`config.mk`:
```
export PLATFORM = sky130hd
export DESIGN_NAME = pc_sequencer_flat
export DESIGN_NICKNAME = d
export VERILOG_FILES = /design/src/rtl/pc_sequencer_if.sv /design/src/rtl/pc_sequencer.sv /design/src/flat_wrapper.sv
export SDC_FILE = /design/constraint.sdc
export NUM_CORES = 1
export LEC_CHECK = 0
export ABC_CLOCK_PERIOD_IN_PS = 3400
export CELL_PAD_IN_SITES_DETAIL_PLACEMENT = 1
export CELL_PAD_IN_SITES_GLOBAL_PLACEMENT = 2
export CORE_ASPECT_RATIO = 0.75
export CORE_UTILIZATION = 26
export DETAILED_ROUTE_END_ITERATION = 10
export PLACE_DENSITY = 0.82
export SETUP_SLACK_MARGIN = 0.05
export SLEW_MARGIN = 20
export SYNTH_ARGS = -nofsm -noshare
export SYNTH_HDL_FRONTEND = slang
export SYNTH_SLANG_ARGS = --single-unit
export TNS_END_PERCENT = 5
```
`constraint.sdc`:
```
create_clock -name clk -period 3.4 [get_ports clk]
set_input_delay 0.34 -clock clk [delete_from_list [all_inputs] [get_ports clk]]
set_output_delay 0.34 -clock clk [all_outputs]
set_load 0.01 [all_outputs]
```
`src/rtl/pc_sequencer_if.sv`:
```
// Fetch-side bus of pc_sequencer: redirect/stall/halt controls in, fetch address and status out.
// Optional return-address-stack signals are present only when PC_RAS_EN is defined.
interface pc_sequencer_if #(
    parameter int unsigned WIDTH     = 32,
    parameter int unsigned CNT_WIDTH = 16
);
    logic                 stall;
    logic [6:0]           opcode;
    logic                 redir_valid;
    logic                 redir_abs;
    logic [WIDTH-1:0]     redir_target;
    logic                 resume;
    logic [WIDTH-1:0]     pc;
    logic [WIDTH-1:0]     pc_plus_inc;
    logic                 halted;
    logic                 misalign;
    logic [CNT_WIDTH-1:0] adv_count;
`ifdef PC_RAS_EN
    logic                 ras_push;
    logic                 ras_pop;
    logic                 ras_empty;

    modport master (
        output stall, opcode, redir_valid, redir_abs, redir_target, resume, ras_push, ras_pop,
        input  pc, pc_plus_inc, halted, misalign, adv_count, ras_empty
    );
    modport slave (
        input  stall, opcode, redir_valid, redir_abs, redir_target, resume, ras_push, ras_pop,
        output pc, pc_plus_inc, halted, misalign, adv_count, ras_empty
    );
`else
    modport master (
        output stall, opcode, redir_valid, redir_abs, redir_target, resume,
        input  pc, pc_plus_inc, halted, misalign, adv_count
    );
    modport slave (
        input  stall, opcode, redir_valid, redir_abs, redir_target, resume,
        output pc, pc_plus_inc, halted, misalign, adv_count
    );
`endif
endinterface

```
`src/rtl/pc_sequencer.sv`:
```
// Program-counter sequencer at the head of fetch: increment, redirect, stall, halt/resume, advance counter.
// Optional return-address stack enabled by defining PC_RAS_EN.
module pc_sequencer #(
    parameter int unsigned      WIDTH     = 32,
    parameter logic [WIDTH-1:0] RESET_VEC = '0,
    parameter int unsigned      INC       = 4,
    parameter logic [6:0]       HALT_OP   = 7'h7F,
    parameter int unsigned      CNT_WIDTH = 16,
    parameter int unsigned      RAS_DEPTH = 4
) (
    input  logic           clk,
    input  logic           rst,
    pc_sequencer_if.slave  bus
);
    localparam logic [0:0] RUN  = 1'b0;
    localparam logic [0:0] HALT = 1'b1;

    localparam logic [WIDTH-1:0] INC_W    = WIDTH'(INC);
    localparam logic [WIDTH-1:0] LOW_MASK = WIDTH'(INC - 1);

    logic [0:0]           state_q, state_d;
    logic [WIDTH-1:0]     pc_q, pc_d;
    logic                 misalign_q, misalign_d;
    logic [CNT_WIDTH-1:0] cnt_q, cnt_d;
    logic [WIDTH-1:0]     pc_inc;
    logic [WIDTH-1:0]     raw_tgt;
    logic                 take_redir;

`ifdef PC_RAS_EN
    localparam int unsigned PW = (RAS_DEPTH > 1) ? $clog2(RAS_DEPTH) : 1;
    localparam int unsigned NW = $clog2(RAS_DEPTH + 1);

    logic [WIDTH-1:0] ras_mem_q [RAS_DEPTH];
    logic [PW-1:0]    ras_ptr_q;
    logic [NW-1:0]    ras_n_q;
    logic [PW-1:0]    ras_top;
    logic             ras_hit;
    logic             do_pop, do_push;

    // ras_ptr_q is the next write slot; the top of stack sits just below it, circularly
    assign ras_top       = (ras_ptr_q == '0) ? PW'(RAS_DEPTH - 1) : ras_ptr_q - 1'b1;
    assign ras_hit       = bus.ras_pop && (ras_n_q != '0);
    assign do_pop        = take_redir && ras_hit;
    assign do_push       = take_redir && bus.ras_push;
    assign bus.ras_empty = (ras_n_q == '0);
`endif

    always_comb begin
        pc_inc  = pc_q + INC_W;
        raw_tgt = bus.redir_abs ? bus.redir_target : pc_q + bus.redir_target;
`ifdef PC_RAS_EN
        if (ras_hit) begin
            raw_tgt = ras_mem_q[ras_top];
        end
`endif
    end

    always_comb begin
        state_d    = state_q;
        pc_d       = pc_q;
        misalign_d = 1'b0;
        cnt_d      = cnt_q;
        take_redir = 1'b0;
        case (state_q)
            RUN: begin
                if (bus.redir_valid) begin
                    take_redir = 1'b1;
                    pc_d       = raw_tgt & ~LOW_MASK;
                    misalign_d = |(raw_tgt & LOW_MASK);
                    cnt_d      = cnt_q + 1'b1;
                end else if (bus.stall) begin
                    pc_d = pc_q;
                end else if (bus.opcode == HALT_OP) begin
                    state_d = HALT;
                end else begin
                    pc_d  = pc_inc;
                    cnt_d = cnt_q + 1'b1;
                end
            end
            HALT: begin
                if (bus.resume) begin
                    state_d = RUN;
                    pc_d    = pc_inc;
                    cnt_d   = cnt_q + 1'b1;
                end
            end
            default: state_d = RUN;
        endcase
    end

    always_ff @(posedge clk) begin
        if (!rst) begin
            state_q    <= RUN;
            pc_q       <= RESET_VEC;
            misalign_q <= 1'b0;
            cnt_q      <= '0;
        end else begin
            state_q    <= state_d;
            pc_q       <= pc_d;
            misalign_q <= misalign_d;
            cnt_q      <= cnt_d;
        end
    end

`ifdef PC_RAS_EN
    // Pop-then-push replaces the top in place, leaving depth unchanged
    always_ff @(posedge clk) begin
        if (!rst) begin
            ras_ptr_q <= '0;
            ras_n_q   <= '0;
        end else if (do_pop && do_push) begin
            ras_mem_q[ras_top] <= pc_inc;
        end else if (do_pop) begin
            ras_ptr_q <= ras_top;
            ras_n_q   <= ras_n_q - 1'b1;
        end else if (do_push) begin
            ras_mem_q[ras_ptr_q] <= pc_inc;
            ras_ptr_q <= (ras_ptr_q == PW'(RAS_DEPTH - 1)) ? '0 : ras_ptr_q + 1'b1;
            if (ras_n_q != NW'(RAS_DEPTH)) begin
                ras_n_q <= ras_n_q + 1'b1;
            end
        end
    end
`endif

    assign bus.pc          = pc_q;
    assign bus.pc_plus_inc = pc_inc;
    assign bus.halted      = (state_q == HALT);
    assign bus.misalign    = misalign_q;
    assign bus.adv_count   = cnt_q;
endmodule
```
`src/flat_wrapper.sv`:
```
// flat-port wrapper written by rule: the top's interface ports become plain ports
module pc_sequencer_flat 
#(
    parameter int unsigned      WIDTH     = 32,
    parameter logic [WIDTH-1:0] RESET_VEC = '0,
    parameter int unsigned      INC       = 4,
    parameter logic [6:0]       HALT_OP   = 7'h7F,
    parameter int unsigned      CNT_WIDTH = 16,
    parameter int unsigned      RAS_DEPTH = 4
)
  (clk, rst, bus_stall, bus_opcode, bus_redir_valid, bus_redir_abs, bus_redir_target, bus_resume, bus_pc, bus_pc_plus_inc, bus_halted, bus_misalign, bus_adv_count);
  pc_sequencer_if #(.WIDTH(WIDTH), .CNT_WIDTH(CNT_WIDTH)) bus_i ();
  input  logic clk;
  input  logic rst;
  input wire logic [$bits(bus_i.stall)-1:0] bus_stall;
  input wire logic [$bits(bus_i.opcode)-1:0] bus_opcode;
  input wire logic [$bits(bus_i.redir_valid)-1:0] bus_redir_valid;
  input wire logic [$bits(bus_i.redir_abs)-1:0] bus_redir_abs;
  input wire logic [$bits(bus_i.redir_target)-1:0] bus_redir_target;
  input wire logic [$bits(bus_i.resume)-1:0] bus_resume;
  output wire logic [$bits(bus_i.pc)-1:0] bus_pc;
  output wire logic [$bits(bus_i.pc_plus_inc)-1:0] bus_pc_plus_inc;
  output wire logic [$bits(bus_i.halted)-1:0] bus_halted;
  output wire logic [$bits(bus_i.misalign)-1:0] bus_misalign;
  output wire logic [$bits(bus_i.adv_count)-1:0] bus_adv_count;
  assign bus_i.stall = bus_stall;
  assign bus_i.opcode = bus_opcode;
  assign bus_i.redir_valid = bus_redir_valid;
  assign bus_i.redir_abs = bus_redir_abs;
  assign bus_i.redir_target = bus_redir_target;
  assign bus_i.resume = bus_resume;
  assign bus_pc = bus_i.pc;
  assign bus_pc_plus_inc = bus_i.pc_plus_inc;
  assign bus_halted = bus_i.halted;
  assign bus_misalign = bus_i.misalign;
  assign bus_adv_count = bus_i.adv_count;
  pc_sequencer #(.WIDTH(WIDTH), .RESET_VEC(RESET_VEC), .INC(INC), .HALT_OP(HALT_OP), .CNT_WIDTH(CNT_WIDTH), .RAS_DEPTH(RAS_DEPTH)) u_core (.clk(clk), .rst(rst), .bus(bus_i));
endmodule
```
==> results.txt, run 1 <==
----------------------------------------------------
[STA]
  Final number of setup-violating endpoints ... 0
  Actual transition at the worst max-transition pin ... 621 ps
  Fraction of the cycle the final worst path needs ... 95.9%
  Time the worst path needs with I/O delays and setup ... 3260 ps
  Worst rel slew slack ... 58.3%
  Fin. Hold Viols ... 0
  Pins over their slew limit ... 0
  Timing-limited maximum frequency ... 0.307 GHz
  Clock Skew ... 8.64 ps
  Setup repair after global routing missed its margin ... true
  Hold Worst Slack ... 515 ps
  Post-Route Setup TNS ... 0 ps

[Critical path]
  Data arrival, critical path ... 2920 ps
  Setup CP Type ... reg2out
  Max stage delay cell, worst path ... sky130_fd_sc_hd__clkdlybuf4s50_1
  Worst setup EP type ... output port
  Critical path data required time ... 3060 ps
  Critical-path cell list ... and3_1, nand4_1, nor3_2, nor2b_2, and2_2, and3_2, xor2_1, clkdlybuf4s50_1
  Crit-path max FO ... 5
  Startpoint Class ... flop
  Largest stage delay, worst path ... 560 ps

[Synth]
  Most repeated cell in the gate-level netlist after synthesis ... sky130_fd_sc_hd__nor2_1
  Mapped Cells ... 573
  Commonest cells post-synth ... sky130_fd_sc_hd__nor2_1 (67), sky130_fd_sc_hd__nand2_1 (64), sky130_fd_sc_hd__a21oi_1 (57)
  Proportion of synthesized chip area in sequential cells ... 23.1%
  Share of async-settable or async-resettable flops after synthesis ... 0%
  Dominant synthesized flop cell ... sky130_fd_sc_hd__dfxtp_1
  #FFs+latches synth ... 48
  Unique cell type count in the Yosys netlist ... 53
  Summed instance area of the synthesized netlist ... 0.00417 mm^2
  Yosys warnings ... 0
  Leading cell types by total area after synthesis ... sky130_fd_sc_hd__dfxtp_1 (23%), sky130_fd_sc_hd__ha_1 (9.3%), sky130_fd_sc_hd__xor2_1 (6.9%), sky130_fd_sc_hd__a21oi_1 (6.8%), sky130_fd_sc_hd__nor2_1 (6.0%)
  Avg Synthesized Cell Area ... 7.27 um^2
  Area share of the leading cell type in the synthesized netlist ... 23.1%
  Number of flops mapped to enable cells by yosys ... 0
  Dominant cell type by area after synthesis ... sky130_fd_sc_hd__dfxtp_1

[Clock tree]
  CTS tree ... done
  Root buffer selected by CTS ... sky130_fd_sc_hd__clkbuf_16
  Clock buffers created by TritonCTS ... 5
  Clock transition time at the flip-flop clock pins of the worst setup and hold paths ... 70 ps
  Worst-Skew Late Latency ... 300 ps
  Number of levels in the clock H-tree ... 2
  Clk sinks ... 48
  Number of buffers between clock root and the deepest sink ... 2
  Number of buffers added to fix hold violations after cts ... 0

[Placed design]
  Cell area after placement ... 0.00569 mm^2
  Total instance count after detailed placement ... 893
  Final weighted congestion in routability-driven placement ... 0.821
  Post-detailed-placement half-perimeter wirelength ... 12900 um
  Number of port buffers ... 122

[Layout]
  Area overhead of the layout relative to synthesis ... 41.0%
  Number of diodes ... 0
  Share of the core filled with cells ... 38.1%
  Finished Layout Cells ... 902
  Layout net count ... 772
  Post-route cell area ... 0.00587 mm^2
  Share of layout cells above drive strength 1 ... 6.46%

[Routing]
  Remaining design rule violation count ... 0
  Wire per inst ... 18.6 um
  Initial drt markers ... 272
  Mean number of vias per cell ... 5.29
  Detailed Route WL ... 16800 um
  Via count ... 4772
  Count of TritonRoute iterations in the first routing pass ... 5
  Remaining number of nets flagged by the antenna check after routing ... 0

[Floorplanning]
  Core Region ... 0.0154 mm^2
  Placement Rows ... 39
  Initial core utilization ... 27.0%
  Overall die width ... 148 um
  Die area ... 0.0165 mm^2
  Number of top-level design ports ... 127
  Vertical extent of the die ... 112 um

[Power and ir drop]
  Total power per unit cell area ... 342 mW/mm^2
  Maximum vdd ir drop ... 0.000153 V
  Leakage power figure ... 0.00236 uW

[Min path]
  Hold crit path type ... reg2reg

[Run status]
  Result of the run ... completed

[Global route]
  Maximum number of pins on one net before global-route repair ... 29
  Wire length of the first global-routing pass ... 26500 um
  Aggregate global-route resource usage ... 20.3%
  Antenna violations before repair ... 0
  Overflow left after global routing ... 0
  Number of global-route vias before repair ... 4857

[Job]
  Maximum Capacitance Violations ... 0

----------------------------------------------------
placed cells by master (no fill, tap or decap), drive strengths merged, types with 4 or more instances in the layout:
cell type	instances
nor2b	4
nand4	10
and2	6
dfxtp	48
xor2	33
a21o	10
and3	17
xnor2	28
o221ai	5
ha	31
o22ai	5
a21oi	60
inv	8
a31oi	7
o21ai	42
o211ai	12
a211oi	4
nand2	64
nand3	23
conb	4
clkbuf	5
o21a	4
nor2	67
buf	19
nor3	15
clkdlybuf4s50	122
routing by layer:
metal	GRT usage, %	share of wire [%]
met1	29.9	51
met5	0	0
met4	3.44	0.81
met2	30.8	43
met3	3.52	5.3
sequential cells by signal, indices dropped and copies added (netlist names):
name / cells
u_core.bus.pc: 30
u_core.bus.halted: 1
u_core.bus.adv_count: 16
u_core.bus.misalign: 1
critical path, delay by kind of cell, from the launching register on:
family        cells  cell delay (ps)
xor+xnor          1              190
buf+inv           1              560
flops             1              420
simple gates      6             1440
timing repair:
action / in CTS / in global routing
endpoints found under the setup margin: 1 / 3
gates resized for setup: 2 / 4
hold endpoints to repair: 0 / 0
setup buffers: 1 / 0
where the power goes:
part	leakage (uW)	internal [uW]	switching [uW]
Clock	0.0000798	347	250
Sequential	0.000394	599	67.7
Combinational	0.00188	364	379
final timing paths:
kind,start,to,slack (ps),cells past startpoint
worst max register to register,u_core.bus.pc[9]$_SDFFE_PN0P_,u_core.bus.pc[27]$_SDFFE_PN0P_,510,12
worst min register to register,u_core.bus.pc[13]$_SDFFE_PN0P_,u_core.bus.pc[13]$_SDFFE_PN0P_,520,2
worst min-delay path,u_core.bus.pc[13]$_SDFFE_PN0P_,u_core.bus.pc[13]$_SDFFE_PN0P_,520,2
worst max-delay path,u_core.bus.pc[10]$_SDFFE_PN0P_,bus_pc_plus_inc[27],140,8
metrics by stage:
step           power (uW)  setup slack (ps)
2_1_floorplan        1080               864
3_3_place_gp         1390               286
3_5_place_dp         1410               177
4_1_cts              2010               104
5_1_grt              2120              6.64
6_report             2010               140
layout make-up:
class	instances	area (um^2)
repair buffers	141	1360
inverters	9	33.8
fillers	1934	9550
clock buffers	5	125
well taps	205	256
multi-input cells	491	3090
clock inverters	3	42.5
flip-flops and latches	48	963
kinds of logic after synthesis:
kind of cell / share of synthesized area (%)
flops: 23.1
fa+ha+maj: 9.31
mux: 0.721
other cells: 0.0900
buf+inv: 3.69
simple gates: 24.1
compound gates: 26.2
xor+xnor: 12.8
Note: power is estimated with default switching activity, not from simulation.
==> run 2, diff against run 1 <==
--- a/config.mk
+++ b/config.mk
@@ -5,14 +5,15 @@
 export SDC_FILE = /design/constraint.sdc
 export NUM_CORES = 1
 export LEC_CHECK = 0
-export ABC_CLOCK_PERIOD_IN_PS = 3400
 export CELL_PAD_IN_SITES_DETAIL_PLACEMENT = 1
 export CELL_PAD_IN_SITES_GLOBAL_PLACEMENT = 2
 export CORE_ASPECT_RATIO = 0.75
 export CORE_UTILIZATION = 26
 export DETAILED_ROUTE_END_ITERATION = 10
 export PLACE_DENSITY = 0.82
+export REMOVE_ABC_BUFFERS = 1
 export SETUP_SLACK_MARGIN = 0.05
+export SKIP_CTS_REPAIR_TIMING = 1
 export SLEW_MARGIN = 20
 export SYNTH_ARGS = -nofsm -noshare
 export SYNTH_HDL_FRONTEND = slang
==> run 2 against run 1 <==
Clock skew grew 2.0 ps. First-iteration DRC count grew 3.7%. Clock power grew 11%. Combinational power is essentially flat. Design area grew 0.66%. Maximum frequency grew 1.4%. Register-to-register slack lost 30 ps. Largest power group unchanged. Highest routed layer unchanged.
==> results.txt, run 2 (same netlist as run 1, synthesis figures left out) <==
----------------------------------------------------
[Run status]
  Result of the run ... completed (unchanged)

[Placed design]
  Worst slack, placed ... 178 ps (was 177 ps)
  Number of port buffers ... 122 (unchanged)
  Final weighted congestion in routability-driven placement ... 0.864 (was 0.821)
  Cell area after placement ... 0.00569 mm^2 (about the same)
  Post-detailed-placement half-perimeter wirelength ... 13000 um (was 12900 um)

[Power and ir drop]
  Leakage power figure ... 0.00237 uW (was 0.00236 uW)
  Part of the power in combinational logic ... 35.8% (was 37.0%)
  Sw frac ... 33.5% (was 34.7%)
  Internal power ... 1380 uW (was 1310 uW)
  Part of the power in registers ... 32.3% (was 33.2%)
  Share of power burned in the clock network ... 32.0% (was 29.7%)
  Total power per unit cell area ... 351 mW/mm^2 (was 342 mW/mm^2)
  Switching Power ... 695 uW (was 696 uW)
  Post-route total power ... 2080 uW (was 2010 uW)
  Maximum vdd ir drop ... 0.000134 V (was 0.000153 V)

[Global route]
  Met1 layer usage reported by global route ... 28.8% (was 29.9%)
  Wire length of the first global-routing pass ... 27000 um (was 26500 um)
  Antenna violations before repair ... 0 (unchanged)
  Most heavily used metal layer in global routing ... met2 (unchanged)
  Grt met2 use ... 33.5% (was 30.8%)
  Global routing met3 resource utilization ... 2.99% (was 3.52%)
  Overflow left after global routing ... 0 (unchanged)
  Number of global-route vias before repair ... 4978 (was 4857)
  Maximum number of pins on one net before global-route repair ... 29 (unchanged)
  Aggregate global-route resource usage ... 20.4% (was 20.3%)

[Critical path]
  Capture point of the worst path ... bus_pc_plus_inc[27] (unchanged)
  Startpoint Class ... flop (unchanged)
  Timing startpoint of the critical path ... u_core.bus.pc[10]$_SDFFE_PN0P_ (unchanged)
  Critical path data required time ... 3060 ps (about the same)
  Setup slack on the worst flop-to-flop path ... 480 ps (was 510 ps)
  Data arrival, critical path ... 2880 ps (was 2920 ps)
  Worst setup EP type ... output port (unchanged)
  Crit-path max FO ... 5 (unchanged)
  Reg2reg path depth ... 11 (was 12)
  Terminus of the critical flop-to-flop path ... u_core.bus.pc[27]$_SDFFE_PN0P_ (unchanged)
  Setup CP Type ... reg2out (unchanged)
  Launch point of the worst reg-to-reg path ... u_core.bus.pc[6]$_SDFFE_PN0P_ (was u_core.bus.pc[9]$_SDFFE_PN0P_)

[Layout]
  Layout net count ... 774 (was 772)
  Share of layout cells above drive strength 1 ... 7.02% (was 6.46%)
  Area overhead of the layout relative to synthesis ... 41.9% (was 41.0%)
  Commonest cells after routing, fill and taps aside ... sky130_fd_sc_hd__clkdlybuf4s50_1 (122), sky130_fd_sc_hd__nor2_1 (66), sky130_fd_sc_hd__nand2_1 (64), sky130_fd_sc_hd__a21oi_1 (57), sky130_fd_sc_hd__dfxtp_1 (44) (was sky130_fd_sc_hd__clkdlybuf4s50_1 (122), sky130_fd_sc_hd__nor2_1 (67), sky130_fd_sc_hd__nand2_1 (64), sky130_fd_sc_hd__a21oi_1 (57), sky130_fd_sc_hd__dfxtp_1 (46))
  Share of the core filled with cells ... 38.3% (was 38.1%)
  Number of diodes ... 0 (unchanged)
  Post-route cell area ... 0.00591 mm^2 (was 0.00587 mm^2)
  Most common cell after layout, fill and taps aside ... sky130_fd_sc_hd__clkdlybuf4s50_1 (unchanged)
  Max FFs per register ... 30 (unchanged)

[Clock tree]
  Clk sinks ... 48 (unchanged)
  Clock buffers created by TritonCTS ... 5 (unchanged)
  Root buffer selected by CTS ... sky130_fd_sc_hd__clkbuf_16 (unchanged)
  Worst-Skew Late Latency ... 300 ps (about the same)
  Number of buffers between clock root and the deepest sink ... 2 (unchanged)
  Clock transition time at the flip-flop clock pins of the worst setup and hold paths ... 70 ps (about the same)
  Number of levels in the clock H-tree ... 2 (unchanged)
  CTS tree ... done (unchanged)

[Routing]
  Via count ... 4764 (was 4772)
  Remaining number of nets flagged by the antenna check after routing ... 0 (unchanged)
  Mean number of vias per cell ... 5.28 (was 5.29)
  Initial drt markers ... 282 (was 272)
  Wire per inst ... 18.8 um (was 18.6 um)
  Count of TritonRoute iterations in the first routing pass ... 4 (was 5)
  Remaining design rule violation count ... 0 (unchanged)
  Detailed Route WL ... 16900 um (was 16800 um)

[Min path]
  Hold crit path type ... reg2reg (unchanged)
  Start point of the worst hold path ... u_core.bus.adv_count[15]$_SDFFE_PN0P_ (was u_core.bus.pc[13]$_SDFFE_PN0P_)

[STA]
  Final number of setup-violating endpoints ... 0 (unchanged)
  Worst rel slew slack ... 50.1% (was 58.3%)
  Fraction of the cycle the final worst path needs ... 94.6% (was 95.9%)
  Post-route worst setup slack ... 185 ps (was 140 ps)
  Fin. Hold Viols ... 0 (unchanged)
  Actual transition at the worst max-transition pin ... 745 ps (was 621 ps)
  Setup repair after global routing missed its margin ... true (unchanged)
  Timing-limited maximum frequency ... 0.311 GHz (was 0.307 GHz)
  Pins over their slew limit ... 0 (unchanged)
  Clock Skew ... 10.7 ps (was 8.64 ps)
  Post-Route Setup TNS ... 0 ps (unchanged)
  Time the worst path needs with I/O delays and setup ... 3220 ps (was 3260 ps)

[Floorplanning]
  Overall die width ... 148 um (unchanged)
  Initial core utilization ... 27.0% (unchanged)
  Placement Rows ... 39 (unchanged)
  Core Region ... 0.0154 mm^2 (unchanged)
  Vertical extent of the die ... 112 um (unchanged)
  Number of top-level design ports ... 127 (unchanged)
  Die area ... 0.0165 mm^2 (unchanged)

[Job]
  Maximum Capacitance Violations ... 0 (unchanged)

----------------------------------------------------
## run 2: cell count changes in the layout (fill, tap and decap cells not counted), sizes merged
cell | previous run | this run
buf | 19 | 21
bufinv | 1 | 2
clkinv | 2 | 1
clkinvlp | 1 | 0
## run 2: layout make-up
| class | instances | area, um^2 |
|---|---|---|
| sequential | 48 | 966 |
| clock inverter | 2 | 60.1 |
| clock buffer | 5 | 125 |
| multi-input combinational | 491 | 3090 |
| timing repair buffer | 143 | 1380 |
| inverter | 9 | 33.8 |
| fill | 1911 | 9510 |
| tap | 205 | 256 |
## run 2: through the flow
stage	hold WS [ps]	instances
after detailed placement	499	894
after floorplan	462	548
after CTS	522	901
after global placement	501	894
final	516	903
after global routing	537	903
## run 2: worst min path at each step
stage	cells past startpoint	endpoint	slack (ps)
floorplan	1	u_core.bus.adv_count[11]$_SDFFE_PN0P_	460
global placement	2	u_core.bus.adv_count[15]$_SDFFE_PN0P_	500
detailed placement	2	u_core.bus.adv_count[15]$_SDFFE_PN0P_	500
CTS	2	u_core.bus.adv_count[15]$_SDFFE_PN0P_	520
global route	2	u_core.bus.pc[12]$_SDFFE_PN0P_	540
finish	2	u_core.bus.adv_count[15]$_SDFFE_PN0P_	520
## run 2: power groups by stage
stage	logic [uW]	registers, uW	clock network [uW]
floorplan	387	679	0
global placement	717	677	0
detailed placement	736	681	0
CTS	741	668	673
global route	807	678	696
finish	743	669	663
## run 2: worst max-delay path: stages, from the launching register on
cell                              delay [ps]
sky130_fd_sc_hd__dfxtp_1                 420
sky130_fd_sc_hd__and3_2                  270
sky130_fd_sc_hd__nand4_1                 220
sky130_fd_sc_hd__nor3_2                  210
sky130_fd_sc_hd__nor2b_2                 240
sky130_fd_sc_hd__and2_1                  240
sky130_fd_sc_hd__and3_1                  260
sky130_fd_sc_hd__xor2_1                  150
sky130_fd_sc_hd__clkdlybuf4s50_1         570
## run 2: layer usage
metal  vias to the layer above  wire (um)
met5                         -          0
met3                         8        869
met2                       122       7520
met4                         0         91
met1                      2324       8460
li1                       2310          -
==> variant (settings of run 2) <==
`WIDTH` is set to 32 in 3 places; all go to 36.
--- a/src/rtl/pc_sequencer_if.sv
+++ b/src/rtl/pc_sequencer_if.sv
@@ -2,5 +2,5 @@
 // Optional return-address-stack signals are present only when PC_RAS_EN is defined.
 interface pc_sequencer_if #(
-    parameter int unsigned WIDTH     = 32,
+    parameter int unsigned WIDTH     = 36,
     parameter int unsigned CNT_WIDTH = 16
 );
--- a/src/rtl/pc_sequencer.sv
+++ b/src/rtl/pc_sequencer.sv
@@ -2,5 +2,5 @@
 // Optional return-address stack enabled by defining PC_RAS_EN.
 module pc_sequencer #(
-    parameter int unsigned      WIDTH     = 32,
+    parameter int unsigned      WIDTH     = 36,
     parameter logic [WIDTH-1:0] RESET_VEC = '0,
     parameter int unsigned      INC       = 4,
--- a/src/flat_wrapper.sv
+++ b/src/flat_wrapper.sv
@@ -2,5 +2,5 @@
 module pc_sequencer_flat 
 #(
-    parameter int unsigned      WIDTH     = 32,
+    parameter int unsigned      WIDTH     = 36,
     parameter logic [WIDTH-1:0] RESET_VEC = '0,
     parameter int unsigned      INC       = 4,
Ports: changed (resized bus_pc, bus_pc_plus_inc and bus_redir_target); port bits go from 127 to 139. No check against the original RTL was run, so the function may have changed too.
==> variant against run 2 <==
  * Sequential cell count is 4 higher
  * Die area is 15% higher
  * Worst hold slack better by 0.0051 ns
  * Count of clock-buffer cells in the layout unchanged
  * Power rose by 7.5%
  * Synthesized area grew 16%
  * Cell area up 14%
  * Wire length rose by 12%
  * Worst setup slack lost 0.012 ns
==> variant: results <==
[power]
clock_net_power_w = 0.000587
powerDensity_nw_per_um2 = 332
power_switching_w = 0.000848
p_leak_nw = 2.64
p_seq_frac = 0.329
ir_drop_uv = 172

[timing]
max_freq_mhz = 310
hold_viol = 0
hold_ws_ns = 0.521
clock_skew_ns = 0.00577
slew_headroom = 0.472

[logic_synthesis]
synth-compound-area-share = 0.261
async_flop_share = 0
synthTopCellsByArea = dfxtp_1 22%, ha_1 9.1%, xnor2_1 7.8%
synth.distinct_cells = 69
synth_mux_area_frac = 0.00884
synth_xor_area_frac = 0.130
synth_commonest_cells = 69 x nor2_1, 57 x a21oi_1, 56 x nand2_1, 52 x dfxtp_1, 43 x xnor2_1
yosysSeqAreaShare = 0.216
synth.avg_cell_area_um2 = 7.56
synthAdderAreaFrac = 0.0910

[routing]
finalWirelength_um = 18900
dr.pass1.iters = 5
first_iter_violations = 300
via_count = 5309

[worst_hold_path]
min_from = u_core.bus.adv_count[1]$_SDFFE_PN0P_
min_to = u_core.bus.adv_count[1]$_SDFFE_PN0P_

[layout]
nets = 854
drive_above_1_share = 0.0986
regArea_um2 = 1050
fill_cells = 2144
fin_cells = 1013
largest_reg_flops = 34

[global_route]
grt_max_degree = 25
grt_pass1_wl_um = 30300
grt_pass1_vias = 5517
gr-usage-met3 = 0.0387
antenna_found_initial = 0
met2_usage = 0.324
gr-usage-all-layers = 0.201
grt_use_met1 = 0.281

[critical_path]
r2r_slack_ns = 0.44
cpPeakStageDelay_ns = 0.61
timing.critical_path.to = bus_pc_plus_inc[28]
arrival_ns = 2.89
worstRegToRegCells = 11
r2r-end = u_core.bus.pc[35]$_SDFFE_PN0P_
crit_start = u_core.bus.pc[2]$_SDFFE_PN0P_

[place]
place_congestion = 0.895
dp_slack_ns = 0.0732
post-dp-hpwl_um = 14700
numPortBuffers = 134
dpl-instance-area_um2 = 6510

[cts]
insertion_delay_ns = 0.32

[status]
status = completed
variant: cell count changes after synthesis, moves of 6 or more:
cell,change
nand4_1,+6
and3_1,-6
clkbuf_1,+7
o21ai_1,+9
xnor2_1,+15
inv_1,+7
nand2_1,-8
xor2_1,-8
variant: layout make-up:
class	count	share of cell area
sequential	52	0.156
tap	242	0.0451
clock inverter	3	0.00373
clock buffer	5	0.0186
multi-input combinational	535	0.537
inverter	15	0.00838
timing repair buffer	161	0.231
variant: cell families after synthesis:
logic type | count (synthesis)
other cells | 1
flops | 52
mux | 4
buf+inv | 53
fa+ha+maj | 35
xor+xnor | 70
simple gates | 231
compound gates | 191
variant: routing by layer:
metal | up-vias | part of all wire
li1 | 2575 | -
met1 | 2580 | 0.50
met2 | 143 | 0.44
met3 | 11 | 0.053
met4 | 0 | 0.0078
met5 | - | 0
